## src/rtl/chnl_sample_pkg.sv

```systemverilog
// Shared defaults and types for the multi-channel sampling pipeline.
package chnl_sample_pkg;

  localparam int CH_NUM_DEF = 4;
  localparam int DW_DEF     = 8;
  localparam int DEPTH_DEF  = 2;
  localparam int CNT_W_DEF  = 16;

  localparam logic [CNT_W_DEF-1:0] CNT_MAX_DEF = {CNT_W_DEF{1'b1}};

  typedef struct packed {
    logic              vld;
    logic [DW_DEF-1:0] data;
  } stage_t;

endpackage

```

## src/rtl/chnl_sample_lane.sv

```systemverilog
// One channel: DEPTH-stage stallable capture pipe plus change history and
// saturating change counter.
module chnl_sample_lane
  import chnl_sample_pkg::*;
#(
  parameter int DW    = DW_DEF,
  parameter int DEPTH = DEPTH_DEF,
  parameter int CNT_W = CNT_W_DEF
) (
  input  logic             clk,
  input  logic             rstn,
  input  logic             en_i,
  input  logic             in_vld_i,
  input  logic [DW-1:0]    in_data_i,
  input  logic             clr_i,
  output logic             out_vld_o,
  output logic [DW-1:0]    out_data_o,
  output logic             chg_o,
  output logic [CNT_W-1:0] chg_cnt_o
);

  localparam int               LAST    = DEPTH - 1;
  localparam logic [CNT_W-1:0] CNT_MAX = {CNT_W{1'b1}};

  logic          vld_q  [DEPTH];
  logic          vld_d  [DEPTH];
  logic [DW-1:0] data_q [DEPTH];
  logic [DW-1:0] data_d [DEPTH];

  logic [DW-1:0]    last_q, last_d;
  logic             seen_q, seen_d;
  logic             chg_q, chg_d;
  logic [CNT_W-1:0] cnt_q, cnt_d;

  logic load_vld_s;
  logic diff_s;

  // Pipe next state: advance on enable; on stall only the last stage drops
  // its valid so an item is never presented twice.
  always_comb begin
    for (int i = 0; i < DEPTH; i++) begin
      vld_d[i]  = vld_q[i];
      data_d[i] = data_q[i];
    end
    if (en_i) begin
      vld_d[0]  = in_vld_i;
      data_d[0] = in_data_i;
      for (int i = 1; i < DEPTH; i++) begin
        vld_d[i]  = vld_q[i-1];
        data_d[i] = data_q[i-1];
      end
    end else begin
      vld_d[LAST] = 1'b0;
    end
  end

  assign load_vld_s = en_i & vld_d[LAST];
  assign diff_s     = (data_d[LAST] != last_q);

  // History and counter next state; clear wins over a coincident change.
  always_comb begin
    last_d = last_q;
    seen_d = seen_q;
    cnt_d  = cnt_q;
    chg_d  = 1'b0;
    if (clr_i) begin
      last_d = '0;
      seen_d = 1'b0;
      cnt_d  = '0;
    end else if (load_vld_s) begin
      last_d = data_d[LAST];
      seen_d = 1'b1;
      if (seen_q && diff_s) begin
        chg_d = 1'b1;
        if (cnt_q != CNT_MAX) begin
          cnt_d = cnt_q + CNT_W'(1);
        end else begin
          cnt_d = cnt_q;
        end
      end else begin
        chg_d = 1'b0;
      end
    end else begin
      chg_d = 1'b0;
    end
  end

  // State registers.
  always_ff @(posedge clk or negedge rstn) begin
    if (!rstn) begin
      for (int i = 0; i < DEPTH; i++) begin
        vld_q[i]  <= 1'b0;
        data_q[i] <= '0;
      end
      last_q <= '0;
      seen_q <= 1'b0;
      chg_q  <= 1'b0;
      cnt_q  <= '0;
    end else begin
      for (int i = 0; i < DEPTH; i++) begin
        vld_q[i]  <= vld_d[i];
        data_q[i] <= data_d[i];
      end
      last_q <= last_d;
      seen_q <= seen_d;
      chg_q  <= chg_d;
      cnt_q  <= cnt_d;
    end
  end

  assign out_vld_o  = vld_q[LAST];
  assign out_data_o = data_q[LAST];
  assign chg_o      = chg_q;
  assign chg_cnt_o  = cnt_q;

endmodule

```

## src/rtl/chnl_sample_pipe.sv

```systemverilog
// Multi-channel registered capture front-end: CH_NUM independent lanes
// sharing clock, reset and history clear.
module chnl_sample_pipe
  import chnl_sample_pkg::*;
#(
  parameter int CH_NUM = CH_NUM_DEF,
  parameter int DW     = DW_DEF,
  parameter int DEPTH  = DEPTH_DEF,
  parameter int CNT_W  = CNT_W_DEF
) (
  input  logic                    clk,
  input  logic                    rstn,
  input  logic [CH_NUM-1:0]       en_i,
  input  logic [CH_NUM-1:0]       in_vld_i,
  input  logic [CH_NUM*DW-1:0]    in_data_i,
  input  logic                    clr_i,
  output logic [CH_NUM-1:0]       out_vld_o,
  output logic [CH_NUM*DW-1:0]    out_data_o,
  output logic [CH_NUM-1:0]       chg_o,
  output logic [CH_NUM*CNT_W-1:0] chg_cnt_o
);

  for (genvar ch = 0; ch < CH_NUM; ch++) begin : g_lane
    chnl_sample_lane #(
      .DW    (DW),
      .DEPTH (DEPTH),
      .CNT_W (CNT_W)
    ) u_lane (
      .clk        (clk),
      .rstn       (rstn),
      .en_i       (en_i[ch]),
      .in_vld_i   (in_vld_i[ch]),
      .in_data_i  (in_data_i[ch*DW +: DW]),
      .clr_i      (clr_i),
      .out_vld_o  (out_vld_o[ch]),
      .out_data_o (out_data_o[ch*DW +: DW]),
      .chg_o      (chg_o[ch]),
      .chg_cnt_o  (chg_cnt_o[ch*CNT_W +: CNT_W])
    );
  end

endmodule

```

## config.mk

```make
export PLATFORM = sky130hd
export DESIGN_NAME = chnl_sample_pipe
export DESIGN_NICKNAME = d
export VERILOG_FILES = /design/src/rtl/chnl_sample_pkg.sv /design/src/rtl/chnl_sample_lane.sv /design/src/rtl/chnl_sample_pipe.sv
export SDC_FILE = /design/constraint.sdc
export NUM_CORES = 1
export LEC_CHECK = 0
export CAP_MARGIN = 25
export CELL_PAD_IN_SITES_DETAIL_PLACEMENT = 1
export CELL_PAD_IN_SITES_GLOBAL_PLACEMENT = 1
export CORE_MARGIN = 2
export CORE_UTILIZATION = 42
export DETAILED_ROUTE_END_ITERATION = 12
export PLACE_DENSITY = 0.77
export SYNTH_ARGS = -nofsm -noshare
export SYNTH_HDL_FRONTEND = slang
export SYNTH_SLANG_ARGS = --single-unit
```

## constraint.sdc

```tcl
create_clock -name clk -period 3 [get_ports clk]
set_input_delay 0.6 -clock clk [delete_from_list [all_inputs] [get_ports clk]]
set_output_delay 0.6 -clock clk [all_outputs]
set_load 0.02 [all_outputs]
```

-- Word level (Yosys, flattened, before mapping)
Index checks and enable logic that the tools add are counted.
- logic and storage cells: 120
- register bits: 176
- input port bits: 43
- equal/unequal tests: 8
- $add $sub $neg: 4
- muxes and demuxes: 52
- reduce and logical (&&, ||, !) cells: 20
- bitwise logic cells: 4
- operator list (cell ; count):
    $mux 16 ; 16
    $mux 8 ; 12
    $add 16x1->16 const B ; 4
    $ne 16x16->1 const B ; 4
    $ne 8x8->1 ; 4
    $mux 1 ; 24
    $reduce_bool 2->1 ; 12
    $reduce_and 3->1 ; 4
    $and 1x1->1 ; 4
    $logic_and 1x1->1 ; 4

-- Logic depth before layout (Yosys ltp)
Gate-level depths: netlist (run 1).
- word-level depth: 6
- mapped depth: 9
- mapped depth without buffers: 7

-- By module
Synthesis (run 1) repeated with hierarchy kept, for this count alone.
- cells, all modules: 840
- area, all modules: 8918.6 um2
- by module, submodules not included (module ; area each (um2) ; seq. area each (um2) ; instances ; cells an instance):
    chnl_sample_lane ; 2229.6 ; 1101.1 ; 4 ; 210

-- Worst setup path after synthesis (run 1)
OpenSTA, ideal clock, no wires.
- path kind: input to register
- from: input port en_i[1]
- to: register g_lane[1].u_lane.cnt_q[0]
- arrival time: 2.354 ns
- stages: 8
- setup slack: 0.521 ns
- required time: 2.875 ns
- cells stage by stage: buf_6 mux2_4 xor2_1 or4_1 nor2_4 buf_6 nor2_2 mux2_4
- RTL lines (element ; line ; RTL):
    from (decl) ; chnl_sample_pipe.sv:13 ; input logic [CH_NUM-1:0] en_i,
    to (signal assigned) ; chnl_sample_lane.sv:107 ; cnt_q <= cnt_d;
    to (decl) ; chnl_sample_lane.sv:33 ; logic [CNT_W-1:0] cnt_q, cnt_d;

-- Worst setup path after layout (run 1)
- from: input port en_i[3]
- to: register g_lane[3].u_lane.cnt_q[9]
- cells in the longest elaborated chain, start to end: 5
- elaborated cells between the ends (all ways): 8
- ends and longest elaborated chain (element ; line ; RTL):
    $mux 8 ; chnl_sample_lane.sv:45 ; if (en_i) begin
    $ne 8x8->1 ; chnl_sample_lane.sv:58 ; assign diff_s = (data_d[LAST] != last_q);
    $logic_and 1x1->1 ; chnl_sample_lane.sv:73 ; if (seen_q && diff_s) begin
    $reduce_bool 2->1 (no source line) ; n/a ;
    $reduce_and 3->1 (no source line) (*) ; n/a ;
    to (signal assigned) ; chnl_sample_lane.sv:107 ;
    to (decl) ; chnl_sample_lane.sv:33 ;
Every way passes the cells marked *; elsewhere a longest branch is shown, timed or not.
A chain may end at the register's enable or synchronous reset.

==> results of run 1 <==
## worst max-delay path, stage by stage
cell and delay (ns):
clkdlybuf4s50_1 0.51, buf_12 0.17, mux2i_1 0.33, xnor2_1 0.16, nor4_1 0.09, a21o_1 0.27
buf_4 0.21, or4_1 0.50, a21oi_1 0.20
## how the worst max path moves through the flow
stage | end | slack (ns) | cells past startpoint
after floorplan | g_lane[1].u_lane.chg_cnt_o[0] | 0.52 | 8
after global placement | g_lane[1].u_lane.chg_cnt_o[9] | -0.09 | 9
after detailed placement | g_lane[3].u_lane.chg_cnt_o[9] | -0.15 | 9
after CTS | g_lane[3].u_lane.chg_cnt_o[9] | 0.29 | 9
after global routing | g_lane[0].u_lane.chg_cnt_o[1] | 0.16 | 9
final | g_lane[3].u_lane.chg_cnt_o[9] | 0.29 | 9
## cell type report
| cell class | count | area share [%] |
|---|---|---|
| clock inverters | 13 | 1.14 |
| multi-input cells | 523 | 32.8 |
| well taps | 270 | 3.07 |
| repair buffers | 203 | 17.9 |
| clock buffers | 18 | 3.99 |
| flip-flops and latches | 176 | 40.0 |
| inverters | 32 | 1.09 |
## registers in the layout, indices dropped and copies added, names as in the netlist
name	flops
g_lane.u_lane.vld_q	4
g_lane.u_lane.chg_cnt_o	64
g_lane.u_lane.data_q	32
g_lane.u_lane.seen_q	4
g_lane.u_lane.chg_o	4
g_lane.u_lane.last_q	32
g_lane.u_lane.out_vld_o	4
g_lane.u_lane.out_data_o	32
## routing by layer
metal,wire length [um],vias to the layer above,GRT usage [%]
li1,-,3105,-
met1,9100,3296,25.6
met2,10800,109,34.5
met3,922,14,4.88
met4,184,0,4.76
met5,0,-,0
## cell families after synthesis
| kind of cell | after synthesis |
|---|---|
| AOI/OAI and AO/OA | 123 |
| muxes | 87 |
| DFF | 176 |
| buffers and inverters | 112 |
| xor gates and xnor gates | 35 |
| and+or+nand+nor | 274 |
| adders and majority gates | 4 |
## metrics by stage
stage / setup slack, ns / power [mW] / std cells
2_1_floorplan: 0.521 / 3.23 / 811
3_3_place_gp: -0.0880 / 3.56 / 1204
3_5_place_dp: -0.150 / 3.59 / 1204
4_1_cts: 0.291 / 5.75 / 1235
5_1_grt: 0.156 / 5.93 / 1235
6_report: 0.293 / 5.66 / 1235
## cells in the final DEF (no fill, tap or decap), types with 3 or more instances in the layout
cell             count
nor4_1               9
inv_8                3
xor2_1               9
buf_4               51
o21a_1               4
buf_12               7
mux2i_1             24
inv_6                3
nand2_1             53
nand4_1             14
xnor2_1             26
and2_1               9
nand3_1             25
clkdlybuf4s50_1    144
nor2b_1             18
a21oi_1             44
nor3_2               5
mux2_4              12
inv_1               32
nor2_1              63
clkbuf_16           17
o21ai_0             16
o31ai_1             14
a211oi_1            27
dfrtp_1            176
or3_1               13
ha_1                 4
nor3_1              11
mux2_2              47
and3_1              19
clkinv_4             3
or4_1               17
clkinvlp_4           3
## power groups by stage
stage          combinational, mW  sequential, mW  clock (mW)
2_1_floorplan              0.580            2.65           0
3_3_place_gp               0.878            2.68           0
3_5_place_dp               0.905            2.68           0
4_1_cts                    0.911            2.64        2.20
5_1_grt                    0.975            2.66        2.29
6_report                   0.894            2.64        2.13
==> results_dict.tcl, run 1 <==
set metrics [dict create \
    yosys_warnings 0 \
    yosysSeqAreaShare_pct 51.0 \
    drt_iter0_markers 224 \
    fillers 2177 \
    diodes 0 \
    hold_violations 0 \
    syn-num-nets 858 \
    clk_pin_slew_ns 0.08 \
    fin_area_um2 11000 \
    synthTopCellsByArea "dfrtp_1 51%, mux2_2 6.1%, buf_4 4.0%" \
    syn-instance-count 811 \
    crit_type "primary input to register" \
    antenna_found_initial 0 \
    clock_sinks 176 \
    grt_max_degree 87 \
    slew_violations 0 \
    finalSetupViolCount 0 \
    fin_crit_sh_pct 90.2 \
    synth_adder_area_share_pct 0.580 \
    die_area_um2 21700 \
    multi_input_area_um2 3610 \
    ctsLongestPathBuffers 2 \
    power_switching_mw 1.57 \
    gp_congestion 0.782 \
    final_util_pct 54.4 \
    yosys.area_share.simple_pct 17.0 \
    area_delta_synth_final_pct 27.5 \
    synth_area_um2 8630 \
    track_usage_pct 20.0 \
    worstPathMaxFanout 14 \
    place_area_um2 10400 \
    htreeDepth 4 \
    synth-seq-cells 176 \
    period_minus_slack_ns 2.71 \
    wl_mm 21.0 \
    place_hpwl_mm 14.8 \
    pwr-share-comb_pct 15.8 \
    power.share.clock_pct 37.6 \
    max_clock_freq_ghz 0.369 \
    intPower_mw 4.10 \
    wl_per_cell_um 17.0 \
    worst_pin_slew_ns 0.577 \
    fin_skew_ns 0.0110 \
    start_util_pct 42.7 \
    ir_drop_v 0.000360 \
    cts-buffers-inserted 17 \
    grt_overflow 0 \
    async_reset_ff_share_pct 100 \
    critPathLaunchType "primary input" \
    r2r_slack_ns 0.74 \
    via_count 6524 \
    worstSetupEndpointType "register" \
    drive_above_1_share_pct 17.3 \
    hold_class "primary input to async pin" \
    drcViolationCount 0 \
    p_leak_nw 4.64 \
    power_density_nw_per_um2 514 \
    viasPerCell 5.28 \
    crit_path_start "en_i[3]" \
    cts_tree "done" \
    cts_setup_buffers 0 \
    required_ns 3.33 \
    synth_xor_area_share_pct 3.55 \
    row_count 52 \
    synth_commonest_cells "176 x dfrtp_1, 63 x nor2_1, 53 x nand2_1" \
    die_y_um 147 \
    synth_area_per_cell_um2 10.6 \
    regToRegStartpoint "g_lane[1].u_lane.chg_cnt_o[0]" \
    clk-insertion-delay-late_ns 0.42 \
    synth_cell_types 60 \
    synthMostInstantiatedCell "dfrtp_1" \
    status "completed" \
    rr_worst_depth 6 \
    cp.arrival_ns 3.04 \
    post-synth-top-area-cell "dfrtp_1" \
    fin_setup_tns_ns 0 \
    ys.flop_type "dfrtp_1" \
    firstDrtPassIters 4 \
    postCtsHoldBufs 0 \
    seqPwrFrac_pct 46.6 \
    synth_top_family_by_area "simple AND/OR/NAND/NOR gates" \
    die_x_um 147 \
    num_io_pins 147 \
    synth_top_area_share_pct 51.0 \
    timing.rr.end "g_lane[1].u_lane.chg_cnt_o[10]" \
    io_buffers 146 \
    rsz0062_at_grt "false" \
    root_buffer "clkbuf_16" \
    regArea_um2 4400 \
    max-cap-violations 0 \
    cts_resized 0 \
    fp.coreArea_um2 20200 \
    relSlewSlack_pct 61.5 \
    holdWs_ns 0.128 \
    synth_compound_area_share_pct 9.13 \
    nNetsFinal 1000 \
    synthMuxAreaShare_pct 11.6 \
    antenna_left 0 \
    grt_first_pass_wirelength_mm 35.2 \
    synth_edf_count 0 \
    grt_pass1_vias 6928 \
    swShare_pct 27.6 \
]
Note: power is estimated with default switching activity, not from simulation.
==> inputs of run 2 (changes only) <==
--- a/config.mk
+++ b/config.mk
@@ -8,6 +8,7 @@
 export CAP_MARGIN = 25
 export CELL_PAD_IN_SITES_DETAIL_PLACEMENT = 1
 export CELL_PAD_IN_SITES_GLOBAL_PLACEMENT = 1
+export CORE_ASPECT_RATIO = 1.5
 export CORE_MARGIN = 2
 export CORE_UTILIZATION = 42
 export DETAILED_ROUTE_END_ITERATION = 12
==> run 2 against run 1 <==
Cell count shrank 0.16%. Core utilization grew 0.081 points. Clock power shrank 3%. Worst setup slack gained 0.027 ns. Wire length grew 2.5%. Non-clock buffer count grew 4. Register-to-register slack is essentially flat. Sequential power is essentially flat. Critical path type unchanged.
==> results_dict.tcl, run 2 (synthesis gave the netlist of run 1 again) <==
set metrics [dict create \
    status "completed" \
    slew_violations 0 \
    clk_pin_slew_ns 0.06 \
    htreeDepth 4 \
    nNetsFinal 1004 \
    final_common_cell "dfrtp_1" \
    cp.arrival_ns 3.03 \
    rsz0062_at_grt "false" \
    diodes 0 \
    fin_skew_ns 0.00807 \
    worst_pin_slew_ns 0.654 \
    finalSetupViolCount 0 \
    r2r_slack_ns 0.75 \
    power_density_nw_per_um2 509 \
    row_count 64 \
    hold_class "primary input to async pin" \
    ctsLongestPathBuffers 2 \
    critPathLaunchType "primary input" \
    p_leak_nw 4.66 \
    die_area_um2 21700 \
    multi_input_area_um2 3610 \
    fin_crit_sh_pct 89.3 \
    wl_mm 21.5 \
    antenna_found_initial 0 \
    max-cap-violations 0 \
    largest_reg_flops 64 \
    fillers 2203 \
    dp_cells 1202 \
    clock_sinks 176 \
    grt_first_pass_wirelength_mm 35.6 \
    fin_setup_tns_ns 0 \
    worstPathMaxFanout 16 \
    drcViolationCount 0 \
    gp_congestion 0.771 \
    drive_above_1_share_pct 17.3 \
    crit_path_max_incr_delay_ns 0.51 \
    drt_iter0_markers 214 \
    firstDrtPassIters 4 \
    mostFrequentLayoutCells "176 x dfrtp_1, 144 x clkdlybuf4s50_1, 63 x nor2_1" \
    postCtsHoldBufs 0 \
    clk-insertion-delay-late_ns 0.43 \
    io_buffers 146 \
    ir_drop_v 0.000355 \
    regToRegStartpoint "g_lane[1].u_lane.chg_cnt_o[1]" \
    cts_tree "done" \
    holdWs_ns 0.183 \
    start_util_pct 42.6 \
    timing.rr.end "g_lane[1].u_lane.chg_cnt_o[8]" \
    track_usage_pct 20.5 \
    period_minus_slack_ns 2.68 \
    worstSetupEndpointType "register" \
    wl_per_cell_um 17.5 \
    die_y_um 180 \
    root_buffer "clkbuf_16" \
    relSlewSlack_pct 56.4 \
    antenna_left 0 \
    cp_slowest_cell "clkdlybuf4s50_1" \
    max_clock_freq_ghz 0.373 \
    regArea_um2 4400 \
    crit_type "primary input to register" \
    cp_cell_sequence "clkdlybuf4s50_1 > buf_12 > mux2i_1 > xnor2_1 > nor4_1 > buf_4 > a211o_2 > or4_1 > a21oi_1" \
    finalNonFillerCells 1233 \
    via_count 6629 \
    grt_max_degree 115 \
    required_ns 3.35 \
    grt_pass1_vias 7037 \
    rr_worst_depth 6 \
    cts_setup_buffers 0 \
    grt_overflow 0 \
    viasPerCell 5.38 \
    cts_resized 0 \
    cts-buffers-inserted 17 \
    fp.coreArea_um2 20300 \
    num_io_pins 147 \
    hold_violations 0 \
    area_delta_synth_final_pct 27.9 \
    place_hpwl_mm 15.3 \
    die_x_um 121 \
]
## run 2: cell count changes in the layout (fill, tap and decap cells not counted)
cell / change
clkbuf_8: +3
clkinv_8: -1
inv_8: -3
clkinv_4: -1
buf_4: +2
buf_12: +2
inv_6: -3
clkinvlp_4: +2
clkbuf_1: +3
## run 2: final cells by class
class	instances	area share, %
tap	264	2.99
clock inverter	7	0.499
clock buffer	24	4.45
sequential	176	39.9
inverter	32	1.09
multi-input combinational	523	32.7
timing repair buffer	207	18.4
## run 2: per-stage QoR
step / area [um2] / power, mW / setup WS [ns] / utilization, %
after floorplan: 8630 / 3.23 / 0.521 / -
after global placement: 10500 / 3.58 / -0.0635 / 51.8
after detailed placement: 10500 / 3.61 / -0.120 / 51.8
after CTS: 11000 / 5.70 / 0.321 / 54.5
after global routing: 11000 / 5.88 / 0.248 / 54.5
final: 11000 / 5.62 / 0.320 / 54.5
## run 2: worst max-delay path by stage
stage               startpoint                       endpoint  slack, ns  cells after the start
floorplan              en_i[1]  g_lane[1].u_lane.chg_cnt_o[0]       0.52                      8
global placement       en_i[1]  g_lane[1].u_lane.chg_cnt_o[9]      -0.06                      9
detailed placement     en_i[1]  g_lane[1].u_lane.chg_cnt_o[3]      -0.12                      9
CTS                    en_i[0]  g_lane[0].u_lane.chg_cnt_o[5]       0.32                      9
global route           en_i[0]  g_lane[0].u_lane.chg_cnt_o[5]       0.25                      9
finish                 en_i[0]  g_lane[0].u_lane.chg_cnt_o[5]       0.32                      9
## run 2: power by group
part | total (mW) | internal (mW) | switching, mW | leakage [nW]
Clock | 2.06 | 1.15 | 0.917 | 0.251
Sequential | 2.64 | 2.53 | 0.105 | 2.28
Combinational | 0.917 | 0.469 | 0.448 | 2.13
Total | 5.62 | 4.15 | 1.47 | 4.66
## run 2: metal layers
metal / up-vias / share of wire [%] / global-route usage, % / routed length [um]
met1: 3381 / 39 / 23.0 / 8440
met4: 0 / 1.7 / 6.14 / 364
met5: - / 0 / 0 / 0
li1: 3107 / - / - / -
met3: 27 / 3.8 / 4.54 / 808
met2: 114 / 55 / 38.0 / 11900
## run 2: worst max-delay path: cells and delay by family
kind | cells | cell delay [ns]
mux | 1 | 0.32
simple gates | 2 | 0.49
buf+inv | 3 | 0.81
compound gates | 2 | 0.62
xor+xnor | 1 | 0.17
==> inputs of run 3 (changes only) <==
--- a/config.mk
+++ b/config.mk
@@ -10,9 +10,10 @@
 export CELL_PAD_IN_SITES_GLOBAL_PLACEMENT = 1
 export CORE_ASPECT_RATIO = 1.5
 export CORE_MARGIN = 2
-export CORE_UTILIZATION = 42
+export CORE_UTILIZATION = 25
 export DETAILED_ROUTE_END_ITERATION = 12
-export PLACE_DENSITY = 0.77
+export PLACE_DENSITY = 0.49
+export RECOVER_POWER = 100
 export SYNTH_ARGS = -nofsm -noshare
 export SYNTH_HDL_FRONTEND = slang
 export SYNTH_SLANG_ARGS = --single-unit
==> run 3 against run 2 <==
The run now ends with capacitance limit, slew limit left. Clock power increased by 17%. Wire length rose by 7.2%. Worst setup slack got worse by 0.11 ns. Sequential power about the same. Clock-buffer cell count unchanged. Hold slack improved by 0.32 ns. Combinational power shrank 7.5%. Maximum frequency down 3.8%. Cell area up 1.3%.
==> results_dict.tcl, run 3 (synthesis gave the netlist of run 1 again) <==
set metrics [dict create \
    status "complete, but fails checks" \
    violations "capacitance limit, slew limit" \
    power_mw 5.88 \
    firstDrtPassIters 4 \
    busiest_layer "met2" \
    final_util_pct 32.7 \
    ir_drop_v 0.000340 \
    required_ns 3.32 \
    diodes 0 \
    largest_reg_flops 64 \
    die_area_um2 36100 \
    worstPathMaxFanout 17 \
    cts_tree "done" \
    grt_max_degree 71 \
    grt_pass1_vias 7025 \
    worst_pin_slew_ns 1.56 \
    fillers 3804 \
    nNetsFinal 1007 \
    slew_violations 61 \
    fin_crit_sh_pct 92.9 \
    area_delta_synth_final_pct 29.5 \
    drcViolationCount 0 \
    drt_iter0_markers 177 \
    gp_congestion 0.700 \
    grt_first_pass_wirelength_mm 38.0 \
    max-cap-violations 1 \
    hold_class "register to register" \
    viasPerCell 4.71 \
    min-delay-start "g_lane[2].u_lane.data_q[14]" \
    multi_input_area_um2 3540 \
    htreeDepth 4 \
    regToRegStartpoint "g_lane[1].u_lane.chg_cnt_o[0]" \
    cts-buffers-inserted 17 \
    final_common_cell "dfrtp_1" \
    holdWs_ns 0.505 \
    wl_mm 23.1 \
    worstSetupEndpointType "register" \
    met1_usage_pct 15.9 \
    fp.coreArea_um2 34200 \
    finalSetupViolCount 0 \
    postCtsHoldBufs 0 \
    io_buffers 146 \
    fin_skew_ns 0.0102 \
    hold_violations 0 \
    regArea_um2 4400 \
    crit_type "primary input to register" \
    critPathLaunchType "primary input" \
    track_usage_pct 13.4 \
    clk_pin_slew_ns 0.06 \
    clk-insertion-delay-late_ns 0.44 \
    dp_cells 1366 \
    wl_per_cell_um 16.5 \
    die_y_um 232 \
    antenna_left 0 \
    place_hpwl_mm 16.6 \
    period_minus_slack_ns 2.79 \
    rsz0062_at_grt "false" \
    fin_setup_tns_ns 0 \
    relSlewSlack_pct -3.82 \
    die_x_um 156 \
    grt_overflow 0 \
    ctsLongestPathBuffers 2 \
    clock_sinks 176 \
    num_io_pins 147 \
    grtUsageMet2_pct 23.4 \
    row_count 83 \
    timing.rr.end "g_lane[1].u_lane.chg_cnt_o[10]" \
    r2r_slack_ns 0.71 \
    max_clock_freq_ghz 0.359 \
    via_count 6578 \
    finalNonFillerCells 1398 \
    rr_worst_depth 6 \
    crit_path_start "en_i[1]" \
    setup.worst_path.end "g_lane[1].u_lane.chg_cnt_o[7]" \
    cts_setup_buffers 0 \
    root_buffer "clkbuf_16" \
    mostFrequentLayoutCells "176 x dfrtp_1, 108 x dlygate4sd3_1, 65 x nor2_1" \
    drive_above_1_share_pct 14.0 \
    start_util_pct 25.3 \
    met3_usage_pct 3.35 \
    cp.arrival_ns 3.11 \
    antenna_found_initial 0 \
    cts_resized 0 \
    power_density_nw_per_um2 526 \
    p_leak_nw 4.88 \
]
[run 3: cell count changes in the layout (fill, tap and decap cells not counted), moves of 5 or more]
cell | previous run | this run
clkbuf_4 | 0 | 20
clkbuf_1 | 3 | 22
and2_1 | 9 | 3
buf_4 | 53 | 15
mux2_1 | 2 | 9
nor3_2 | 5 | 0
clkdlybuf4s50_1 | 144 | 36
and2_0 | 0 | 6
nor3_1 | 11 | 16
dlygate4sd3_1 | 0 | 108
[run 3: layout make-up]
type                            count  area share (%)
Timing Repair Buffer              210            17.5
Clock buffer                       24            4.49
Multi-Input combinational cell    523            31.7
Sequential cell                   176            39.4
Tap cell                          425            4.75
Clock inverter                      8            1.13
Inverter                           32            1.07
[run 3: critical path, cell delays in order]
cell	delay (ns)
dlygate4sd3_1	0.58
buf_12	0.15
mux2_1	0.36
xor2_1	0.16
or4_4	0.50
nor2_1	0.20
buf_12	0.17
nor4b_1	0.06
mux2_1	0.31
[run 3: metal layers]
layer	vias to the layer above	share of wire [%]
li1	3128	-
met4	0	1.8
met3	22	3.9
met5	-	0
met2	107	52
met1	3321	42
[run 3: per-stage QoR]
step	instance area, um2	setup WS [ns]
3_5_place_dp	10700	-0.0955
5_1_grt	11200	0.131
6_report	11200	0.214
2_1_floorplan	8630	0.521
3_3_place_gp	10700	-0.0790
4_1_cts	11400	0.388
[run 3: report_power, final]
part	switching, mW	leakage (nW)	internal [mW]
Clock	0.980	0.299	1.42
Sequential	0.0975	2.28	2.53
Combinational	0.442	2.30	0.406
Total	1.52	4.88	4.36
[run 3: worst min-delay path by stage]
stage,to,slack [ns],cells after the start
after detailed placement,g_lane[2].u_lane.data_q[14],0.50,1
after global placement,g_lane[2].u_lane.data_q[13],0.49,1
after floorplan,g_lane[0].u_lane.chg_cnt_o[0],0.30,0
after global routing,g_lane[2].u_lane.data_q[14],0.52,1
final,g_lane[2].u_lane.data_q[14],0.50,1
after CTS,g_lane[3].u_lane.data_q[12],0.14,1
